===== src/rtl/defunnel_pkg.sv =====
// Shared types and constants for the 3:1 defunnel scheduler.
package defunnel_pkg;

  typedef enum logic [1:0] {
    StIdle,
    StLoad,
    StRun,
    StDrain
  } state_e;

  localparam logic [7:0] MODE_1LANE = 8'h01;
  localparam logic [7:0] MODE_2LANE = 8'h02;

  // Config word layout: {words, mode}
  localparam int unsigned CFG_MODE_LSB  = 0;
  localparam int unsigned CFG_MODE_W    = 8;
  localparam int unsigned CFG_WORDS_LSB = 8;

  // Lanes consumed per beat for a mode's low bits; 0 marks an illegal mode.
  function automatic logic [1:0] lanes_per_beat(input logic [1:0] mode_lo);
    logic [1:0] lanes;
    lanes = 2'd0;
    if (mode_lo == MODE_1LANE[1:0]) lanes = 2'd1;
    if (mode_lo == MODE_2LANE[1:0]) lanes = 2'd2;
    return lanes;
  endfunction

endpackage


===== src/rtl/defunnel_sched_3_1_if.sv =====
// Handshake bundle between the lane sources, the defunnel and the scheduler.
// master: environment side; slave: scheduler side.
interface defunnel_sched_3_1_if #(
  parameter int unsigned CNT_W = 8
);
  logic             t_cfg_req;
  logic             t_cfg_ack;
  logic [CNT_W+7:0] t_cfg_dat;
  logic             t_0_req;
  logic             t_0_ack;
  logic             t_1_req;
  logic             t_1_ack;
  logic             i_0_req;
  logic             i_0_ack;
  logic             i_1_req;
  logic             i_1_ack;
  logic             w_req;
  logic             w_ack;
  logic [7:0]       mode;
  logic             busy;
  logic             cfg_done;
  logic             cfg_err;

  modport master (
    output t_cfg_req, t_cfg_dat, t_0_req, t_1_req, i_0_ack, i_1_ack, w_req, w_ack,
    input  t_cfg_ack, t_0_ack, t_1_ack, i_0_req, i_1_req, mode, busy, cfg_done, cfg_err
  );

  modport slave (
    input  t_cfg_req, t_cfg_dat, t_0_req, t_1_req, i_0_ack, i_1_ack, w_req, w_ack,
    output t_cfg_ack, t_0_ack, t_1_ack, i_0_req, i_1_req, mode, busy, cfg_done, cfg_err
  );

endinterface


===== src/rtl/defunnel_cfg_fifo.sv =====
// Config command FIFO with registered ready (not-full) and empty flags.
// Ready resets low so nothing is accepted during or at reset.
module defunnel_cfg_fifo #(
  parameter int unsigned Depth = 4,
  parameter int unsigned Width = 16
) (
  input  logic             clk_i,
  input  logic             rst_ni,
  input  logic             push_i,
  input  logic [Width-1:0] data_i,
  output logic             ready_o,
  input  logic             pop_i,
  output logic [Width-1:0] data_o,
  output logic             empty_o
);

  localparam int unsigned PtrW = $clog2(Depth);
  localparam logic [PtrW:0] CntFull = (PtrW+1)'(Depth);

  logic [Width-1:0] mem_q [Depth];
  logic [PtrW-1:0]  wr_ptr_q, rd_ptr_q;
  logic [PtrW:0]    cnt_q, cnt_d;
  logic             ready_q, empty_q;
  logic             push, pop;

  // A full FIFO refuses pushes even when a pop happens in the same cycle.
  assign push = push_i & ready_q;
  assign pop  = pop_i & ~empty_q;

  // Occupancy next-state.
  always_comb begin
    cnt_d = cnt_q;
    if (push && !pop) begin
      cnt_d = cnt_q + (PtrW+1)'(1);
    end else if (pop && !push) begin
      cnt_d = cnt_q - (PtrW+1)'(1);
    end
  end

  // Pointers, occupancy and registered flags.
  always_ff @(posedge clk_i or negedge rst_ni) begin
    if (!rst_ni) begin
      wr_ptr_q <= '0;
      rd_ptr_q <= '0;
      cnt_q    <= '0;
      ready_q  <= 1'b0;
      empty_q  <= 1'b1;
    end else begin
      if (push) wr_ptr_q <= wr_ptr_q + PtrW'(1);
      if (pop)  rd_ptr_q <= rd_ptr_q + PtrW'(1);
      cnt_q   <= cnt_d;
      ready_q <= (cnt_d != CntFull);
      empty_q <= (cnt_d == '0);
    end
  end

  // Storage array; contents are only observed while non-empty.
  always_ff @(posedge clk_i) begin
    if (push) mem_q[wr_ptr_q] <= data_i;
  end

  assign data_o  = mem_q[rd_ptr_q];
  assign ready_o = ready_q;
  assign empty_o = empty_q;

endmodule


===== src/rtl/defunnel_sched_3_1.sv =====
// Sequencer for the 3:1 defunnel: queues {words, mode} commands, gates source
// lanes so each command feeds exactly words*4 lanes, then waits for the output
// words to drain before releasing the mode.
// Optional DEFUNNEL_SCHED_PERF_EN adds a saturating lane-0 stall counter.
module defunnel_sched_3_1
  import defunnel_pkg::*;
#(
  parameter int unsigned CFG_DEPTH = 4,
  parameter int unsigned CNT_W     = 8
) (
  input  logic                 clk,
  input  logic                 reset_n,
  defunnel_sched_3_1_if.slave  bus
`ifdef DEFUNNEL_SCHED_PERF_EN
  ,
  output logic [31:0]          perf_stall
`endif
);

  localparam int unsigned CfgW  = CNT_W + 8;
  localparam int unsigned BeatW = CNT_W + 2;

  state_e             state_q, state_d;
  logic [CfgW-1:0]    head_q, head_d;
  logic [7:0]         mode_q, mode_d;
  logic [BeatW-1:0]   beats_q, beats_d;
  logic [CNT_W-1:0]   words_q, words_d;

  logic               fifo_ready, fifo_empty, fifo_pop;
  logic [CfgW-1:0]    fifo_head;

  logic [7:0]         head_mode;
  logic [CNT_W-1:0]   head_words;
  logic [1:0]         head_lanes;
  logic               two_lane, word_hs, beat;
  logic               i0_req, i1_req, t0_ack, t1_ack, done, err;

  defunnel_cfg_fifo #(
    .Depth (CFG_DEPTH),
    .Width (CfgW)
  ) u_cfg_fifo (
    .clk_i   (clk),
    .rst_ni  (reset_n),
    .push_i  (bus.t_cfg_req),
    .data_i  (bus.t_cfg_dat),
    .ready_o (fifo_ready),
    .pop_i   (fifo_pop),
    .data_o  (fifo_head),
    .empty_o (fifo_empty)
  );

  assign head_mode  = head_q[CFG_MODE_LSB +: CFG_MODE_W];
  assign head_words = head_q[CFG_WORDS_LSB +: CNT_W];
  assign head_lanes = lanes_per_beat(head_mode[1:0]);
  assign two_lane   = (mode_q[1:0] == MODE_2LANE[1:0]);
  assign word_hs    = bus.w_req & bus.w_ack;
  assign beat       = bus.t_0_req & bus.i_0_ack & (~two_lane | (bus.t_1_req & bus.i_1_ack));

  // FSM next-state, counters and combinational lane gating.
  always_comb begin
    state_d  = state_q;
    head_d   = head_q;
    mode_d   = mode_q;
    beats_d  = beats_q;
    words_d  = words_q;
    fifo_pop = 1'b0;
    done     = 1'b0;
    err      = 1'b0;
    i0_req   = 1'b0;
    i1_req   = 1'b0;
    t0_ack   = 1'b0;
    t1_ack   = 1'b0;
    unique case (state_q)
      StIdle: begin
        if (!fifo_empty) begin
          fifo_pop = 1'b1;
          head_d   = fifo_head;
          state_d  = StLoad;
        end
      end
      StLoad: begin
        if (head_lanes == 2'd0) begin
          err     = 1'b1;
          state_d = StIdle;
        end else if (head_words == '0) begin
          done    = 1'b1;
          state_d = StIdle;
        end else begin
          mode_d  = head_mode;
          words_d = head_words;
          // words*4 lanes spread over 1 or 2 lanes per beat
          beats_d = (head_lanes == 2'd1) ? {head_words, 2'b00} : {1'b0, head_words, 1'b0};
          state_d = StRun;
        end
      end
      StRun: begin
        i0_req = bus.t_0_req;
        t0_ack = bus.i_0_ack;
        if (two_lane) begin
          i1_req = bus.t_1_req;
          t1_ack = bus.i_1_ack;
        end
        if (word_hs && (words_q != '0)) words_d = words_q - CNT_W'(1);
        if (beat) begin
          beats_d = beats_q - BeatW'(1);
          if (beats_q == BeatW'(1)) state_d = StDrain;
        end
      end
      StDrain: begin
        if (words_q == '0) begin
          done    = 1'b1;
          mode_d  = '0;
          state_d = StIdle;
        end else if (word_hs) begin
          words_d = words_q - CNT_W'(1);
        end
      end
      default: state_d = StIdle;
    endcase
  end

  // State and counter registers.
  always_ff @(posedge clk or negedge reset_n) begin
    if (!reset_n) begin
      state_q <= StIdle;
      head_q  <= '0;
      mode_q  <= '0;
      beats_q <= '0;
      words_q <= '0;
    end else begin
      state_q <= state_d;
      head_q  <= head_d;
      mode_q  <= mode_d;
      beats_q <= beats_d;
      words_q <= words_d;
    end
  end

  assign bus.t_cfg_ack = fifo_ready;
  assign bus.i_0_req   = i0_req;
  assign bus.i_1_req   = i1_req;
  assign bus.t_0_ack   = t0_ack;
  assign bus.t_1_ack   = t1_ack;
  assign bus.mode      = mode_q;
  assign bus.busy      = (state_q != StIdle) | ~fifo_empty;
  assign bus.cfg_done  = done;
  assign bus.cfg_err   = err;

`ifdef DEFUNNEL_SCHED_PERF_EN
  logic [31:0] perf_q;

  // Count RUN cycles where lane 0 offers data but is not accepted; saturating.
  always_ff @(posedge clk or negedge reset_n) begin
    if (!reset_n) begin
      perf_q <= '0;
    end else if ((state_q == StRun) && bus.t_0_req && !t0_ack && (perf_q != 32'hFFFF_FFFF)) begin
      perf_q <= perf_q + 32'd1;
    end
  end

  assign perf_stall = perf_q;
`endif

endmodule

===== src/flat_wrapper.sv =====
// flat-port wrapper written by rule: the top's interface ports become plain ports
module defunnel_sched_3_1_flat import defunnel_pkg::*;
#(
  parameter int unsigned CFG_DEPTH = 4,
  parameter int unsigned CNT_W     = 8
)
  (clk, reset_n, bus_t_cfg_req, bus_t_cfg_dat, bus_t_0_req, bus_t_1_req, bus_i_0_ack, bus_i_1_ack, bus_w_req, bus_w_ack, bus_t_cfg_ack, bus_t_0_ack, bus_t_1_ack, bus_i_0_req, bus_i_1_req, bus_mode, bus_busy, bus_cfg_done, bus_cfg_err);
  defunnel_sched_3_1_if #(.CNT_W(CNT_W)) bus_i ();
  input  logic clk;
  input  logic reset_n;
  input wire logic [$bits(bus_i.t_cfg_req)-1:0] bus_t_cfg_req;
  input wire logic [$bits(bus_i.t_cfg_dat)-1:0] bus_t_cfg_dat;
  input wire logic [$bits(bus_i.t_0_req)-1:0] bus_t_0_req;
  input wire logic [$bits(bus_i.t_1_req)-1:0] bus_t_1_req;
  input wire logic [$bits(bus_i.i_0_ack)-1:0] bus_i_0_ack;
  input wire logic [$bits(bus_i.i_1_ack)-1:0] bus_i_1_ack;
  input wire logic [$bits(bus_i.w_req)-1:0] bus_w_req;
  input wire logic [$bits(bus_i.w_ack)-1:0] bus_w_ack;
  output wire logic [$bits(bus_i.t_cfg_ack)-1:0] bus_t_cfg_ack;
  output wire logic [$bits(bus_i.t_0_ack)-1:0] bus_t_0_ack;
  output wire logic [$bits(bus_i.t_1_ack)-1:0] bus_t_1_ack;
  output wire logic [$bits(bus_i.i_0_req)-1:0] bus_i_0_req;
  output wire logic [$bits(bus_i.i_1_req)-1:0] bus_i_1_req;
  output wire logic [$bits(bus_i.mode)-1:0] bus_mode;
  output wire logic [$bits(bus_i.busy)-1:0] bus_busy;
  output wire logic [$bits(bus_i.cfg_done)-1:0] bus_cfg_done;
  output wire logic [$bits(bus_i.cfg_err)-1:0] bus_cfg_err;
  assign bus_i.t_cfg_req = bus_t_cfg_req;
  assign bus_i.t_cfg_dat = bus_t_cfg_dat;
  assign bus_i.t_0_req = bus_t_0_req;
  assign bus_i.t_1_req = bus_t_1_req;
  assign bus_i.i_0_ack = bus_i_0_ack;
  assign bus_i.i_1_ack = bus_i_1_ack;
  assign bus_i.w_req = bus_w_req;
  assign bus_i.w_ack = bus_w_ack;
  assign bus_t_cfg_ack = bus_i.t_cfg_ack;
  assign bus_t_0_ack = bus_i.t_0_ack;
  assign bus_t_1_ack = bus_i.t_1_ack;
  assign bus_i_0_req = bus_i.i_0_req;
  assign bus_i_1_req = bus_i.i_1_req;
  assign bus_mode = bus_i.mode;
  assign bus_busy = bus_i.busy;
  assign bus_cfg_done = bus_i.cfg_done;
  assign bus_cfg_err = bus_i.cfg_err;
  defunnel_sched_3_1 #(.CFG_DEPTH(CFG_DEPTH), .CNT_W(CNT_W)) u_core (.clk(clk), .reset_n(reset_n), .bus(bus_i));
endmodule

===== config.mk =====
export PLATFORM = sky130hd
export DESIGN_NAME = defunnel_sched_3_1_flat
export DESIGN_NICKNAME = d
export VERILOG_FILES = /design/src/rtl/defunnel_pkg.sv /design/src/rtl/defunnel_sched_3_1_if.sv /design/src/rtl/defunnel_cfg_fifo.sv /design/src/rtl/defunnel_sched_3_1.sv /design/src/flat_wrapper.sv
export SDC_FILE = /design/constraint.sdc
export NUM_CORES = 1
export LEC_CHECK = 0
export CAP_MARGIN = 20
export CORE_AREA = 2 2 92 139
export DETAILED_ROUTE_END_ITERATION = 10
export DIE_AREA = 0 0 94 141
export PLACE_DENSITY = 0.68
export SETUP_SLACK_MARGIN = 0.05
export SYNTH_ARGS = -nofsm -noshare
export SYNTH_HDL_FRONTEND = slang
export SYNTH_SLANG_ARGS = --single-unit

===== constraint.sdc =====
create_clock -name clk -period 4 [get_ports clk]
set_input_delay 0.4 -clock clk [delete_from_list [all_inputs] [get_ports clk]]
set_output_delay 0.4 -clock clk [all_outputs]
set_load 0.02 [all_outputs]

# Word level (Yosys, flattened, before mapping)
# Memories as Yosys holds them, arrays and structs flattened. A register that Yosys moved wholly into a read port is not among the register bits.
# Index checks and enable logic that the tools add are counted.
[word_totals]
input_bits = 25
word_cells = 107
ram_bits = 64
rom_bits = 0
mem_count = 1
latch_bits = 0
out_inout_bits = 16
regBits = 37
[memory_table]
columns = ["memory", "words", "word_bits", "read_ports", "rd_ports_with_merged_regs", "write_ports", "line", "rtl"]
rows = [
  ["u_core.u_cfg_fifo.mem_q", 4, 16, 1, 1, 1, "defunnel_cfg_fifo.sv:20", "logic [Width-1:0] mem_q [Depth];"],
]
[op_classes]
div_mod_pow = 0
shift = 0
muxes = 42
bitwise = 10
n_eq_ne = 18
mul = 0
add_sub_neg = 6
reduce_logical = 21
magnitude_cmp = 0
[ops]
columns = ["op", "count"]
rows = [
  ["2-to-1 mux 8 bit", 8],
  ["2-to-1 mux 10 bit", 4],
  ["case mux 8 bit (3 select lines)", 1],
  ["case mux 10 bit (2 select lines)", 1],
  ["zero test 8 bit", 2],
  ["2-to-1 mux 1 bit", 16],
  ["case mux 8 bit (2 select lines)", 1],
  ["2-to-1 mux 2 bit", 7],
  ["AND reduction 4 bit", 3],
  ["== test 10 x 1 -> 1 bit, second input constant", 1],
  ["inequality test 2 x 1 -> 1 bit, second input constant", 5],
  ["subtractor 10 x 1 -> 10 bit, second input constant", 1],
  ["== test 2 bit, second input constant", 4],
  ["inequality test 2 bit, second input constant", 4],
  ["case mux 2 bit (4 select lines)", 1],
  ["nonzero test 8 bit", 1],
  ["subtractor 8 x 1 -> 8 bit, second input constant", 1],
  ["bitwise AND 1 bit", 6],
  ["== test 2 x 1 -> 1 bit, second input constant", 3],
  ["2-to-1 mux 3 bit", 2],
  ["AND reduction 6 bit", 1],
  ["nonzero test 2 bit", 3],
  ["adder 2 x 1 -> 2 bit, second input constant", 2],
  ["zero test 2 bit", 2],
  ["11 further kinds", 17],
]

# Longest topological paths before layout
# Gate-level depths: netlist of the first run.
[logic_depth]
ltp_word = 8
ltp_mapped = 7
mapped_depth_nobuf = 6

# Hierarchy
# From an unflattened synthesis of the first run, not the netlist that was laid out.
[hier_totals]
cells_unflattened = 361
area_unflattened_um2 = 5225.0
[modules_own_cells]
columns = ["module", "cells_each", "instances", "seq_area_each_um2", "area_each_um2"]
rows = [
  ["defunnel_cfg_fifo", 131, 1, 2148.3, 2854.0],
  ["defunnel_sched_3_1", 230, 1, 1101.1, 2371.0],
]

# Worst setup path after synthesis of the first run
# No wires, ideal clock.
[synth_path]
kind = "register to output"
startpoint = "register u_core.words_q[0]"
endpoint = "output port bus_cfg_done"
setup_slack_ns = 1.850
required_time_ns = 3.600
arrival_ns = 1.750
stages_incl_launch_ff = 6
path_buffers = 0
path_cell_list = "dfrtp_1 inv_1 ha_1 nor4b_1 nand3_1 a21boi_0"
[synth_between]
elab_chain_cells = 3
[synth_lines]
columns = ["element", "line", "rtl"]
rows = [
  ["from (decl)", "defunnel_sched_3_1.sv:27", "logic [CNT_W-1:0] words_q, words_d;"],
  ["from (signal assigned)", "defunnel_sched_3_1.sv:135", "words_q <= words_d;"],
  ["zero test 8 bit", "defunnel_sched_3_1.sv:110", "if (words_q == '0) begin"],
  ["2-to-1 mux 1 bit", "defunnel_sched_3_1.sv:110", ""],
  ["case mux 1 bit (2 select lines)", "defunnel_sched_3_1.sv:73", "unique case (state_q)"],
  ["to (decl)", "flat_wrapper.sv:26", "output wire logic [$bits(bus_i.cfg_done)-1:0] bus_cfg_done;"],
]
# Every way passes these cells.

# Worst setup path in the final report of the first run
# Same ends and word-level chain as after synthesis.

==> impl_results.md, run 1 <==
- Buffers inserted by post-CTS timing repair: 0
- Crit-path leading delay family: simple AND/OR/NAND/NOR gates
- Simple-Gate Fraction of Synth Area: 0.116
- Pin count of the biggest net entering global routing: 54
- Total CTS buffers: 17
- Ys Warns: 0
- Final Max Slew Viols: 0
- Most common cell after layout, fill and taps aside: edfxtp_1
- Total track usage: 0.174
- Layout cells sized above 1: 0.208
- Synth Register Bits: 117
- Register-to-Register Path Depth: 4
- Post-Syn Area: 5310 sq um
- Antenna fix cells: 0
- Wire length per cell: 18.0 um
- Setup TNS: 0 ns
- Initial Util: 0.435
- Drt first pass iters: 5
- Critical Path Source: u_core.words_q[0]
- Measured slew at the worst slew-check pin: 0.880 ns
- CTS tree: yes
- Synth Flop Type: edfxtp_1
- Sink Count: 117
- Critical R2R Capture: u_core.beats_q[3]
- Detailed-route DRC error count: 0
- Die area: 13300 sq um
- Die Y: 141 um
- Final Hold Vio Count: 0
- Final period util: 0.793
- PortBufs: 40
- Root buffer cell: clkbuf_16
- Crit Path Max Fanout: 5
- RSZ-0062 raised after global routing: no
- Kind of critical path: reg2out
- Place WS: 1.34 ns
- Worst R2R Setup Slack: 1.26 ns
- DR vias: 3331
- Post-synthesis mux area share: 0.121
- First-pass GRT wire length: 17400 um
- Area grow syn2layout: 21.7%
- Initial DRC count: 159
- Crit path to: bus_cfg_done
- Clock Latency Late Sink: 0.41 ns
- Global route overflow: 0
- HPWL Detailed: 7080 um
- Initial antenna violation count: 0
- Syn_area_per_cell: 14.1 sq um
- Status: complete, no violations
- Nets: 454
- Worst setup margin: 0.829 ns
- Core region area: 12200 sq um
- CTS H-tree depth: 4
- CTS max path bufs: 2
- Compound-Gate Fraction of Synth Area: 0.0926
- Worst slew margin: 0.413
- Clock transition at path regs: 0.06 ns
- Mapped Cells: 377
- Main combinational cell family by area after synthesis: multiplexers
- Critical path's slowest cell: nor4b_1
- Final core utilization: 0.529
- Most frequent cells in the layout: edfxtp_1 (64), dfrtp_1 (52), clkdlybuf4s50_1 (39), nand2_1 (18)
- Asr flop ratio synth: 0.453
- Min cycle time layout: 3.17 ns
- CP max stage delay: 0.70 ns
- Seq/Total Area, Yosys: 0.612
- Std-Cell Rows: 50
- Post-Route WL: 10600 um
- Worst hold path type: in2async
- Cell variety after synth: 58
- Vias in the first global route: 3408
- Routed Antenna Nets: 0
- Crit. End Element: output port
- Levels on crit path: 6
- Maximum vdd drop: 0.361 mV
- Post-synth net total: 412
- Routability cong.: 0.852
- Required @ worst endpoint: 3.60 ns
- Worst path bufs/invs: 2
- Cell breakdown of the critical path: inv_1 -> ha_1 -> nor4b_1 -> nand3_1 -> a21boi_0 -> clkdlybuf4s50_1
- Critical Path Start Type: flop
- Final worst clock skew: 0.00749 ns
- Top-Level Pins: 41
- F_max: 315 MHz
- Adder-Cell Fraction of Synth Area: 0.0236
- XOR/XNOR share of the synthesized area: 0.00825
- PwrDens: 779 nW/um^2
- Cts repair resizes: 0
- Endpoints failing setup: 0
- Hold_buf cts: 0
- Post-synth EDFFs: 64
- Total Power: 5.03 mW
- Max Cap Viol: 0
- Die width: 94 um
- Vias/cell: 5.66
- Leakage: 2.40 nW
- WP data arrival: 2.77 ns
## worst reg2reg max path: cells and delay by family, from the launching register on
kind	cells	cell delay (ns)
and+or+nand+nor	2	0.85
AOI/OAI and AO/OA	2	0.94
DFF	1	0.88
## final cells by class
type / instances / area, sq um
Clock buffer: 17 / 425
Multi-Input combinational cell: 226 / 1920
Fill cell: 1005 / 5740
Timing Repair Buffer: 44 / 445
Sequential cell: 117 / 3250
Clock inverter: 15 / 173
Inverter: 13 / 48.8
Tap cell: 156 / 195
## metrics by stage
step	instance area, sq um	instances	hold slack, ns
finish	6460	588	0.104
global route	6460	588	0.162
CTS	6460	588	0.134
detailed placement	5860	556	0.479
global placement	5830	555	0.478
floorplan	5310	377	0.104
## synthesized netlist by cell type (3+ instances only)
| library cell | n | area [sq um] |
|---|---|---|
| edfxtp_1 | 64 | 1920 |
| dfrtp_1 | 52 | 1300 |
| nand2_1 | 18 | 67.6 |
| nand3_1 | 17 | 85.1 |
| mux2_2 | 16 | 180 |
| mux4_2 | 16 | 360 |
| nor2_1 | 15 | 56.3 |
| clkbuf_1 | 14 | 52.6 |
| inv_1 | 12 | 45.0 |
| nand4_1 | 12 | 75.1 |
| and3_1 | 10 | 62.6 |
| ha_1 | 10 | 125 |
| mux2i_1 | 10 | 100 |
| o21ai_0 | 10 | 50.1 |
| a21bo_2 | 9 | 90.1 |
| nor3_1 | 6 | 30.0 |
| o22ai_1 | 6 | 37.5 |
| a21oi_1 | 5 | 25.0 |
| buf_2 | 5 | 25.0 |
| a22o_1 | 4 | 35.0 |
| o2bb2ai_1 | 4 | 35.0 |
| or4_1 | 4 | 30.0 |
| xnor2_1 | 4 | 35.0 |
| a31oi_1 | 3 | 18.8 |
| and2_1 | 3 | 18.8 |
| nand4b_1 | 3 | 26.3 |
| nor2b_1 | 3 | 18.8 |
| o211ai_1 | 3 | 22.5 |
| or3_1 | 3 | 18.8 |
## report_power, final
part           total (mW)  internal [mW]  switching, mW  leakage, nW
Clock                1.51          0.932          0.576        0.288
Combinational        1.50          0.739          0.758        0.900
Sequential           2.02           1.64          0.383         1.21
## how the worst min path moves through the flow
stage | slack [ns] | endpoint | startpoint | cells past startpoint
detailed placement | 0.48 | u_core.bus.mode[6] | u_core.bus.mode[6] | 1
global route | 0.16 | u_core.beats_q[4] | reset_n | 2
CTS | 0.13 | u_core.u_cfg_fifo.ready_o | reset_n | 2
floorplan | 0.10 | asynchronous set/reset pin | reset_n | 0
finish | 0.10 | u_core.beats_q[4] | reset_n | 2
global placement | 0.48 | u_core.bus.mode[7] | u_core.bus.mode[7] | 1
## state kept, by name (all words and copies together) (netlist names), named ones only
register	count
u_core.beats_q	10
u_core.bus.mode	8
u_core.head_q	16
u_core.state_q	1
u_core.u_cfg_fifo.cnt_q	3
u_core.u_cfg_fifo.empty_o	1
u_core.u_cfg_fifo.mem_q	64
u_core.u_cfg_fifo.rd_ptr_q	2
u_core.u_cfg_fifo.ready_o	1
u_core.u_cfg_fifo.wr_ptr_q	2
u_core.words_q	8
## kinds of logic (layout without fill, tap and decap cells)
group                    after synthesis  count (layout)
adder cells (fa/ha/maj)               10              10
AND/OR/NAND/NOR                      107             107
buffers and inverters                 34              89
XOR/XNOR                               5               5
flip-flops                           117             117
AO/OA/AOI/OAI                         62              62
multiplexers                          42              42
## per-layer routing
metal / wire [um] / track usage / up-vias
li1: - / - / 1545
met1: 4200 / 0.200 / 1634
met2: 5550 / 0.294 / 124
met3: 522 / 0.0406 / 28
met4: 331 / 0.0976 / 0
met5: 0 / 0 / -
Note: power is estimated with default switching activity, not from simulation.
==> run 2, diff against run 1 <==
Settings changed: PLACE_DENSITY 0.68 to 0.7.
Clock period 4 ns to 2.8 ns, I/O delays scaled along.
==> run 2 against run 1 <==
Sequential share of layout area down 0.36 points. Combinational power up 50%. Cell area up 0.72%. Critical path depth down 2. Sequential power up 40%. Global-route usage up 0.67 points. First-iteration DRC count up 16%. Die area unchanged. Register-to-register slack worse by 0.77 ns. Wire length up 2.7%. Hold slack better by 0.24 ns. Critical endpoint is now bus_cfg_err.
==> impl_results.md, run 2 (same netlist as run 1, synthesis figures left out) <==
- Setup TNS: 0 ns
- Cell breakdown of the critical path: buf_4 -> inv_2 -> and3_1 -> clkdlybuf4s50_1
- Pin count of the biggest net entering global routing: 39
- Routability cong.: 0.831
- Initial DRC count: 184
- First-pass GRT wire length: 18300 um
- Crit Path Max Fanout: 22
- Psw: 2.44 mW
- Required @ worst endpoint: 2.52 ns
- Worst R2R Setup Slack: 0.49 ns
- HPWL Detailed: 7440 um
- Int Power: 4.68 mW
- Wire length per cell: 18.2 um
- Clock transition at path regs: 0.06 ns
- Critical R2R Capture: u_core.beats_q[3]
- PortBufs: 40
- Routed Antenna Nets: 0
- Max reg flops: 64
- Register-to-Register Path Depth: 5
- Area grow syn2layout: 22.6%
- Buffers inserted by post-CTS timing repair: 0
- Critical Path Start Type: flop
- Final period util: 0.940
- Drt first pass iters: 4
- Crit. End Element: output port
- CTS max path bufs: 2
- Status: complete, no violations
- Kind of critical path: reg2out
- CTS H-tree depth: 4
- Switching share of power: 0.343
- Most common cell after layout, fill and taps aside: edfxtp_1
- Max Cap Viol: 0
- Core region area: 12200 sq um
- Global route overflow: 0
- Std-Cell Rows: 50
- Clock share of power: 0.288
- CP max stage delay: 0.60 ns
- Die Y: 141 um
- PwrDens: 1090 nW/um^2
- Initial antenna violation count: 0
- Antenna fix cells: 0
- Detailed-route DRC error count: 0
- Layout cells sized above 1: 0.225
- Top-Level Pins: 41
- Nets: 466
- Maximum vdd drop: 0.634 mV
- Worst hold path type: in2async
- Total track usage: 0.180
- DR vias: 3414
- Final Max Slew Viols: 0
- Endpoints failing setup: 0
- Leading registers by flop count: u_core.u_cfg_fifo.mem_q (64), u_core.head_q (16), u_core.beats_q (10)
- Total Power: 7.12 mW
- Clock Latency Late Sink: 0.41 ns
- Leakage: 2.45 nW
- Sink Count: 117
- Combinational Power Share: 0.316
- F_max: 380 MHz
- Critical path's slowest cell: clkdlybuf4s50_1
- Reg with most FFs: u_core.u_cfg_fifo.mem_q
- Worst slew margin: 0.458
- Placed cells: 567
- Worst path bufs/invs: 3
- WP data arrival: 2.35 ns
- Total CTS buffers: 17
- Initial Util: 0.435
- CTS tree: yes
- Vias in the first global route: 3664
- Root buffer cell: clkbuf_16
- Die area: 13300 sq um
- Most frequent cells in the layout: edfxtp_1 (64), dfrtp_1 (52), clkdlybuf4s50_1 (38), nand2_1 (18)
- Final Hold Vio Count: 0
- Min cycle time layout: 2.63 ns
- Crit-path leading delay family: buffers and inverters
- Non-filler cells, final: 600
- Final worst clock skew: 0.00636 ns
- Vias/cell: 5.69
- Die width: 94 um
- RSZ-0062 raised after global routing: no
- Post-Route WL: 10900 um
- Sequential power share: 0.396
- Measured slew at the worst slew-check pin: 0.813 ns
run 2: power by group through the flow:
stage	clock network (mW)	logic, mW	registers [mW]
2_1_floorplan	0	1.67	2.69
3_3_place_gp	0	2.20	2.82
3_5_place_dp	0	2.25	2.85
4_1_cts	2.10	2.27	2.82
5_1_grt	2.20	2.48	2.88
6_report	2.05	2.25	2.82
run 2: final cells by class:
class                           instances  area (sq um)
Clock buffer                           17           425
Clock inverter                         15           144
Fill cell                            1021          5690
Inverter                               13          48.8
Multi-Input combinational cell        226          1920
Sequential cell                       117          3250
Tap cell                              156           195
Timing Repair Buffer                   56           520
run 2: timing repair:
item | in CTS | in global routing
setup endpoints to repair | 0 | 1
gates resized for setup | 0 | 1
hold buffers | 1 | 0
hold endpoints to repair | 15 | 0
run 2: layer usage:
layer / global-route usage / up-vias / part of all wire
met1: 0.209 / 1740 / 0.41
met4: 0.0923 / 0 / 0.028
met2: 0.307 / 76 / 0.53
met3: 0.0444 / 26 / 0.030
li1: - / 1572 / -
met5: 0 / - / 0
run 2: through the flow:
step | area, sq um | setup WS, ns | hold slack (ns) | util
3_3_place_gp | 5920 | 0.631 | 0.249 | 0.486
2_1_floorplan | 5310 | 0.770 | -0.0156 | -
3_5_place_dp | 5920 | 0.531 | 0.237 | 0.486
4_1_cts | 6500 | 0.127 | 0.339 | 0.533
5_1_grt | 6500 | 0.0758 | 0.379 | 0.533
6_report | 6500 | 0.167 | 0.344 | 0.533
run 2: worst max path at each step:
stage	start	end	slack, ns	cells after the start
after CTS	u_core.words_q[0]	bus_cfg_done	0.13	7
final	flop	bus_cfg_err	0.17	4
after global placement	flop	bus_cfg_err	0.63	4
after floorplan	u_core.words_q[0]	bus_cfg_done	0.77	5
after global routing	flop	bus_cfg_err	0.08	4
after detailed placement	flop	u_core.beats_q[3]	0.53	5
==> run 3, diff against run 2 <==
Settings changed: CTS_CLUSTER_DIAMETER set to 120.
==> results of run 3 <==
Same layout as run 2: the final DEF is identical, and so are final timing and power.
